[src/rtl/dds_cmd_tx.sv]
// DDS command bus transmitter: header nibble, then data nibbles MSB first.
// Define DDS_CMD_PARITY_EN to append an XOR parity nibble to each frame.
module dds_cmd_tx #(
   parameter int DATA_W  = 32,
   parameter int GAP_CYC = 2
) (
   input  logic              clk,
   input  logic              rst,
   input  logic              req_valid,
   output logic              req_ready,
   input  logic [1:0]        req_sel,
   input  logic [DATA_W-1:0] req_data,
   output logic [3:0]        cmd_out,
   output logic              cmd_hdr,
   output logic              cmd_dvld,
   output logic              busy,
   output logic              done
);

   localparam int NIB = DATA_W / 4;
   localparam int CW  = $clog2(NIB + 1);
   localparam int GW  = (GAP_CYC > 0) ? $clog2(GAP_CYC + 1) : 1;

   typedef enum logic [2:0] {
      S_IDLE,
      S_HDR,
      S_DATA,
      S_GAP
`ifdef DDS_CMD_PARITY_EN
      , S_PAR
`endif
   } state_t;

   state_t            state_q, state_n;
   logic [DATA_W-1:0] sh_q, sh_n;
   logic [CW-1:0]     cnt_q, cnt_n;
   logic [GW-1:0]     gcnt_q, gcnt_n;
   logic [3:0]        out_n;
   logic              hdr_n, dvld_n, busy_n, done_n, rdy_n, fin;
`ifdef DDS_CMD_PARITY_EN
   logic [3:0]        par_q, par_n;
`endif

   always_comb begin
      state_n = state_q;
      sh_n    = sh_q;
      cnt_n   = cnt_q;
      gcnt_n  = gcnt_q;
      out_n   = 4'hF;
      hdr_n   = 1'b0;
      dvld_n  = 1'b0;
      busy_n  = 1'b0;
      done_n  = 1'b0;
      rdy_n   = 1'b0;
      fin     = 1'b0;
`ifdef DDS_CMD_PARITY_EN
      par_n   = par_q;
`endif
      unique case (state_q)
         S_IDLE: begin
            if (req_valid && req_ready) begin
               state_n = S_HDR;
               sh_n    = req_data;
               cnt_n   = CW'(NIB);
               out_n   = {2'b00, req_sel};
               hdr_n   = 1'b1;
               busy_n  = 1'b1;
`ifdef DDS_CMD_PARITY_EN
               par_n   = {2'b00, req_sel};
`endif
            end else begin
               rdy_n = 1'b1;
            end
         end
         S_HDR, S_DATA: begin
            if (cnt_q != '0) begin
               state_n = S_DATA;
               out_n   = sh_q[DATA_W-1 -: 4];
               dvld_n  = 1'b1;
               busy_n  = 1'b1;
               sh_n    = sh_q << 4;
               cnt_n   = cnt_q - CW'(1);
`ifdef DDS_CMD_PARITY_EN
               par_n   = par_q ^ sh_q[DATA_W-1 -: 4];
`else
               done_n  = (cnt_q == CW'(1));
`endif
            end else begin
`ifdef DDS_CMD_PARITY_EN
               state_n = S_PAR;
               out_n   = par_q;
               dvld_n  = 1'b1;
               busy_n  = 1'b1;
               done_n  = 1'b1;
`else
               fin = 1'b1;
`endif
            end
         end
`ifdef DDS_CMD_PARITY_EN
         S_PAR: fin = 1'b1;
`endif
         S_GAP: begin
            if (gcnt_q != '0) begin
               busy_n = 1'b1;
               gcnt_n = gcnt_q - GW'(1);
            end else begin
               state_n = S_IDLE;
               rdy_n   = 1'b1;
            end
         end
         default: state_n = S_IDLE;
      endcase
      // Frame tail: either enter the forced gap or return straight to idle
      if (fin) begin
         if (GAP_CYC > 0) begin
            state_n = S_GAP;
            busy_n  = 1'b1;
            gcnt_n  = GW'(GAP_CYC - 1);
         end else begin
            state_n = S_IDLE;
            rdy_n   = 1'b1;
         end
      end
   end

   always_ff @(posedge clk) begin
      if (rst) begin
         state_q   <= S_IDLE;
         sh_q      <= '0;
         cnt_q     <= '0;
         gcnt_q    <= '0;
         cmd_out   <= 4'hF;
         cmd_hdr   <= 1'b0;
         cmd_dvld  <= 1'b0;
         busy      <= 1'b0;
         done      <= 1'b0;
         req_ready <= 1'b0;
`ifdef DDS_CMD_PARITY_EN
         par_q     <= '0;
`endif
      end else begin
         state_q   <= state_n;
         sh_q      <= sh_n;
         cnt_q     <= cnt_n;
         gcnt_q    <= gcnt_n;
         cmd_out   <= out_n;
         cmd_hdr   <= hdr_n;
         cmd_dvld  <= dvld_n;
         busy      <= busy_n;
         done      <= done_n;
         req_ready <= rdy_n;
`ifdef DDS_CMD_PARITY_EN
         par_q     <= par_n;
`endif
      end
   end

endmodule
[config.mk]
export PLATFORM = sky130hd
export DESIGN_NAME = dds_cmd_tx
export DESIGN_NICKNAME = d
export VERILOG_FILES = /design/src/rtl/dds_cmd_tx.sv
export SDC_FILE = /design/constraint.sdc
export NUM_CORES = 1
export LEC_CHECK = 0
export ABC_AREA = 1
export ABC_CLOCK_PERIOD_IN_PS = 2500
export CORE_AREA = 3 3 69 71
export DETAILED_ROUTE_END_ITERATION = 10
export DIE_AREA = 0 0 72 74
export GPL_TIMING_DRIVEN = 0
export PLACE_DENSITY = 0.85
export REMOVE_ABC_BUFFERS = 1
export SLEW_MARGIN = 10
export SYNTH_ARGS = -nofsm -noshare
export SYNTH_HDL_FRONTEND = slang
export SYNTH_SLANG_ARGS = --single-unit
export TNS_END_PERCENT = 1
[constraint.sdc]
create_clock -name clk -period 2.5 [get_ports clk]
set_clock_uncertainty 0.1 [all_clocks]
set_input_delay 0.625 -clock clk [delete_from_list [all_inputs] [get_ports clk]]
set_output_delay 0.625 -clock clk [all_outputs]
set_load 0.03 [all_outputs]
Yosys cells after proc, flatten, opt, wreduce, memory -nomap -nowiden. Index checks and enable logic that the tools add are counted.

Register bits after elaboration: 50. Bits of input ports: 37. Output and inout bits: 9. Logic and storage cells: 71.

$add $sub $neg: 2. Equality and inequality tests: 10. Multiplexer cells: 27. Bitwise logic cells: 3. Reduce and logical (&&, ||, !) cells: 17.

Operators by type and width (number): 32-bit 2-to-1 mux (2); 32-bit one-hot mux with 2 select lines (1); 4-bit 2-to-1 mux (4); 4-bit one-hot mux with 2 select lines (2); 1-bit 2-to-1 mux (11); 3-bit 2-to-1 mux (3); 3-bit inequality test, second input constant (3); 3-bit one-hot mux with 3 select lines (1); 3-bit AND reduction (3); 2-bit nonzero test (4); 2-bit OR reduction (4); 3-bit by 2-bit equality test with 1-bit output, second input constant (2); 2-bit inequality test, second input constant (3); 4-bit by 1-bit equality test with 1-bit output, second input constant (1); 2-bit AND reduction (2); 4-bit nonzero test (1); 4-bit by 1-bit subtractor with 4-bit output, second input constant (1); 3-bit by 1-bit equality test with 1-bit output, second input constant (1); 3-bit zero test (1); 1-bit NOT (3); 1-bit one-hot mux with 3 select lines (1); 3-bit OR reduction (1); 2-bit 2-to-1 mux (1); 1-bit one-hot mux with 2 select lines (1); 2 further kinds (2).

Depth between registers and ports, before layout. Gate-level depths: netlist of the first run.

Depth in word-level cells: 5. Depth in mapped cells: 9.

Least setup slack after synthesis of the first run. No wires, ideal clock.

Kind: flip-flop to flip-flop. Start point: register state_q[0]. End point: register sh_q[0]. Library setup time: 70 ps. Data arrival time: 1405 ps. Data required time: 2330 ps. Slack: 925 ps. Cell stages (with the launch flop): 8. Path buffers: 2. Period minus slack after synthesis: 1575 ps. Cell sequence: dfxtp_1 -> inv_1 -> ha_1 -> buf_2 -> buf_2 -> nor2_1 -> nand2_1 -> a21oi_1.

Longest elaborated chain between the ends: 4.

Ends and longest elaborated chain: from (decl) (RTL line 34) `state_t state_q, state_n;`; from (signal assigned) (RTL line 143) `state_q <= state_n;`; 3-bit by 1-bit equality test with 1-bit output or 3-bit by 2-bit equality test with 1-bit output (tied branches) (RTL line 59) `unique case (state_q)`; 2-bit OR reduction (RTL line 59); 2-bit inequality test (no source line) or 2-bit nonzero test (tied branches); 3-bit AND reduction (no source line); to (signal assigned) (RTL line 144) `sh_q <= sh_n;`; to (decl) (RTL line 35) `logic [DATA_W-1:0] sh_q, sh_n;`.

Parallel ways exist; a longest one is shown, timed or not. A chain may end at the register's enable or synchronous reset.

==> reports/metrics.yaml, run 1 <==
grt:
  antenna_found_initial: 0
  grt_pass1_vias: 1915
  grt_use_met1_pct: 22.4
  grt.met3_usage_pct: 4.46
  grt_busiest_layer: "met2"
  grt.total_usage_pct: 19.4
  overflow: 0
  grt_max_degree: 42
  grt_util_met2_pct: 35.4
  grt_first_pass_wirelength_microns: 8200
timing:
  relSlewSlack_pct: 47.0
  slew_viol_final: 0
  fmax_mhz: 438
  rsz0062_at_grt: "false"
  finalHoldViolCount: 0
  hold_slack_ps: 350
  tightest_slew_ps: 795
  final.setup.worst_slack_ps: 219
  setup_violations: 0
  fin_crit_ps: 2280
  period_share_pct: 91.2
place:
  hpwl_microns: 2880
  port_buffers: 45
  routabilityCongestion: 0.720
  dp_slack_ps: -931
cells_and_area:
  fin_nets: 412
  area_growth_pct: 26.6
  n_antenna_cell: 0
  drive_above_1_share_pct: 5.68
cts:
  cts_tree: "done"
  clock_path_buffers: 2
  clock_sinks: 49
  cts_buffers: 5
  insertion_delay_ps: 300
  cts.htree.levels: 2
  clk_pin_slew_worst_paths_ps: 90
  cts-root-buf: "clkbuf_8"
die:
  die-area_sq_um: 5330
  pin_count: 46
  rows: 24
  die_height_microns: 74
  start_util_pct: 51.7
  die_w_microns: 72
  core_area_sq_um: 4290
synthesis:
  synth_top_area_share_pct: 44.2
  synth_top_cells_by_area: "dfxtp_1, nand2_1, nor2_1"
  synth.distinct_cells: 22
  synth-seq-area-share_pct: 44.2
  avgSynthCellArea_sq_um: 6.73
  synth_cells: 330
  synth_top_area_cell: "dfxtp_1"
  yosys_warnings: 0
  synth_area_sq_um: 2220
  synth-seq-cells: 49
routing:
  totalWireLength_microns: 5050
  avgViaCountPerCell: 5.02
  ant_nets: 0
  vias: 2117
  wl_per_cell_microns: 12.0
  drc: 0
  first_iter_violations: 144
  first_pass_iters: 4
worst_setup_path:
  cp.arrival_ps: 2420
  cpMaxStageDelayCell: "inv_1"
  startpoint_type: "input pin"
  required_ps: 2640
  worst_setup_path_end_kind: "flip-flop"
  cp_max_fo: 30
  worstSetupPathType: "in2reg"
  crit_chain: "clkdlybuf4s50_1 -> inv_1 -> o21ai_0 -> nor2_1"
  cpPeakStageDelay_ps: 740
pwr:
  power_leakage_nw: 1.23
  ir_worst_vdd_mv: 0.638
  power-per-cell-area_nw_per_um2: 1470
worst_hold_path:
  hp-class: "reg2reg"
flow_run:
  drv_cap: 0
status:
  status: "complete, no violations"
[worst max-delay path, delay by kind of cell]
kind / cells / cell delay (ps)
buffers and inverters: 2 / 1440
AOI/OAI and AO/OA: 1 / 200
and+or+nand+nor: 1 / 150
[where the power goes]
part	switching, mW	internal, mW	total, mW
Clock	0.255	0.250	0.505
Sequential	0.171	1.13	1.30
Combinational	1.54	0.797	2.34
[area by class of cell]
class	instances	area (sq um)
Fill cell	377	1480
Multi-Input combinational cell	253	1140
Sequential cell	49	981
Timing Repair Buffer	48	473
Clock buffer	7	96.3
Tap cell	52	65.1
Inverter	11	45.0
Timing Repair inverter	1	7.51
Clock inverter	1	5.00
[metrics by stage]
step	total power, mW	instance area (sq um)	setup TNS (ps)	cells	util [%]
after floorplan	2.84	2130	-2900	312	-
after global placement	3.37	2640	-36810	409	61.6
after detailed placement	3.41	2640	-34310	409	61.6
after CTS	4.01	2770	0	418	64.5
after global routing	4.56	2810	0	422	65.4
final	4.14	2810	0	422	65.4
[state kept, by name, indices dropped and copies added (netlist names)]
signal and cells:
cnt_q 4, cmd_dvld 1, gcnt_q 2, state_q 2
cmd_hdr 1, busy 1, req_ready 1, cmd_out 4
done 1, sh_q 32
[path summary, 6_finish.rpt]
path                   start          to  slack [ps]  cells after the start
hold / removal      sh_q[30]  cmd_out[2]         350                      2
hold reg to reg     sh_q[30]  cmd_out[2]         350                      2
setup / recovery         rst     sh_q[4]         220                      4
setup reg to reg  state_q[0]    cnt_q[1]         260                      7
[cells in the final DEF, fill, tap and decap left out, drive strengths merged]
master and n:
nor2 73, ha 6, dfxtp 49, nand2 118
a31oi 2, nand3 9, clkbuf 7, nor3 1
clkinv 1, a21oi 11, buf 3, o211a 1
o21ai 29, and3 1, inv 10, a211oi 1
clkinvlp 2, xnor2 1, clkdlybuf4s50 45
[repair_timing]
item,4_1_cts,5_1_grt
pin swaps,0,1
hold buffers,0,0
setup endpoints to repair,42,32
setup buffers,0,3
resized for setup,4,2
gates cloned,1,1
[cell families (layout without fill, tap and decap cells)]
family	count (synthesis)	count (layout)	synth area share (%)
fa+ha+maj	6	6	3.38
xor+xnor	1	1	0.395
buf+inv	29	68	5.98
flops	49	49	44.2
compound gates	44	44	10.4
simple gates	201	202	35.7
[cell usage after synthesis, drive strengths merged]
cell,count
nand2,118
nor2,72
dfxtp,49
o21ai,29
a21oi,11
buf,11
inv,11
nand3,9
clkbuf,7
ha,6
a31oi,2
a211oi,1
and3,1
nor3,1
o211a,1
xnor2,1
[per-layer routing]
metal	share of wire, %	vias to the layer above
met5	0	-
met4	1.2	0
met3	6.9	7
met2	49	63
met1	43	933
li1	-	1114
No activity file was read; power rests on OpenSTA's default activity.
==> run 2, diff against run 1 <==
Settings changed: CTS_CLUSTER_DIAMETER from default to 30, SLEW_MARGIN 10 to 20.
==> run 2 against run 1 <==
  * Critical path depth up 4
  * Combinational power is essentially flat
  * Fmax fell by 2.4%
  * Clock power hardly changed
==> reports/metrics.yaml, run 2 (synthesis results as in run 1) <==
status:
  status: "complete, no violations"
worst_setup_path:
  startpoint_type: "flip-flop"
  required_ps: 2640
  cp.arrival_ps: 2480
  crit_chain: "inv_1 -> ha_4 -> nor2_1 -> inv_2 -> nand2_1 -> nor2_2 -> nor2_1 -> nor2_1"
  cpMaxStageDelayCell: "nor2_2"
  cp_top_family: "simple AND/OR/NAND/NOR gates"
  ff2ff_setup_slack_ps: 160
  path_buf_inv: 2
  worstSetupPathType: "reg2reg"
  cp_max_fo: 41
  worst_setup_path_end_kind: "flip-flop"
  cpPeakStageDelay_ps: 610
  worst_path_most_repeated_cell: "nor2_1"
timing:
  tightest_slew_ps: 752
  fin_crit_ps: 2340
  period_share_pct: 93.5
  setup_violations: 0
  relSlewSlack_pct: 49.8
  fmax_mhz: 428
  slew_viol_final: 0
  finalHoldViolCount: 0
  hold_slack_ps: 346
cells_and_area:
  n_antenna_cell: 0
  final_cell_mix: "nand2_1, nor2_1, dfxtp_1, clkdlybuf4s50_1, o21ai_0"
  final_design_area_no_fill_sq_um: 2810
  final_util_pct: 65.3
  largest-register: "sh_q"
  largest_register_ffs: 32
  fin_cells: 422
  area_growth_pct: 26.4
  fin_nets: 412
  drive_above_1_share_pct: 5.68
  layout_commonest_cell: "nand2_1"
  top_regs: "sh_q (32), cmd_out (4), cnt_q (4)"
pwr:
  ir_worst_vdd_mv: 0.707
  totalPowerFinal_mw: 4.11
  clkPwrFrac_pct: 12.3
  switching_share_pct: 47.2
  p_sw_mw: 1.94
  sequentialPowerShare_pct: 31.6
  p_comb_share_pct: 56.1
  power_leakage_nw: 1.23
  power-per-cell-area_nw_per_um2: 1470
  p_int_mw: 2.17
grt:
  antenna_found_initial: 0
  overflow: 0
  grt_pass1_vias: 1884
  grt_max_degree: 42
  grt.total_usage_pct: 18.6
  grt_first_pass_wirelength_microns: 7980
routing:
  drc: 0
  wl_per_cell_microns: 11.7
  first_pass_iters: 4
  avgViaCountPerCell: 5.01
  first_iter_violations: 138
  totalWireLength_microns: 4930
  vias: 2116
  ant_nets: 0
flow_run:
  drv_cap: 0
cts:
  cts.htree.levels: 2
  cts_tree: "done"
  clk_pin_slew_worst_paths_ps: 90
  insertion_delay_ps: 300
  clock_sinks: 49
  cts-root-buf: "clkbuf_8"
  clock_path_buffers: 2
  cts_hold_buf: 0
  cts_buffers: 5
place:
  port_buffers: 45
  place_inst: 409
  routabilityCongestion: 0.720
  hpwl_microns: 2880
  place_area_sq_um: 2650
die:
  die-area_sq_um: 5330
  die_height_microns: 74
  die_w_microns: 72
  rows: 24
  start_util_pct: 51.7
  pin_count: 46
  core_area_sq_um: 4290
worst_hold_path:
  hp-class: "reg2reg"
## run 2: routing by layer
layer  global-route usage (%)  routed length [microns]
met1                     22.5                     2240
met2                     33.4                     2390
met3                     3.51                      257
met4                     6.47                       51
met5                        0                        0
## run 2: through the flow
step | setup slack [ps] | setup TNS, ps
floorplan | -91.2 | -2900
global placement | -994 | -36810
detailed placement | -548 | -16180
CTS | 68.0 | 0
global route | -7.63 | -17.5
finish | 164 | 0
## run 2: worst register-to-register path: stages, from the launching register on
cell	delay, ps
dfxtp_1	370
inv_1	90
ha_4	570
nor2_1	120
inv_2	100
nand2_1	120
nor2_2	610
nor2_1	90
nor2_1	120
## run 2: area by class of cell
type | count | area [sq um]
well taps | 52 | 65.1
multi-input cells | 253 | 1130
clock buffers | 7 | 96.3
clock inverters | 1 | 5.00
inverters | 11 | 45.0
repair inverters | 1 | 7.51
repair buffers | 48 | 473
fillers | 384 | 1490
flip-flops and latches | 49 | 981
## run 2: timing repair
item                                    in CTS  in global routing
cloned                                       1                  1
pin swaps                                    0                  1
resized for setup                            3                  1
endpoints found under the setup margin      37                 32
buffers inserted                             0                  3
## run 2: path summary, 6_finish.rpt
| kind | start | to | cells after the start |
|---|---|---|---|
| hold / removal | sh_q[30] | cmd_out[2] | 2 |
| setup / recovery | state_q[0] | sh_q[21] | 8 |
| hold reg to reg | sh_q[30] | cmd_out[2] | 2 |
| setup reg to reg | state_q[0] | sh_q[21] | 8 |
## run 2: power groups by stage
stage	Clock, mW	Combinational, mW	Sequential [mW]
floorplan	0	1.47	1.37
global placement	0	2.07	1.30
finish	0.508	2.31	1.30
global route	0.542	2.64	1.33
CTS	0.510	2.19	1.30
detailed placement	0	2.10	1.31
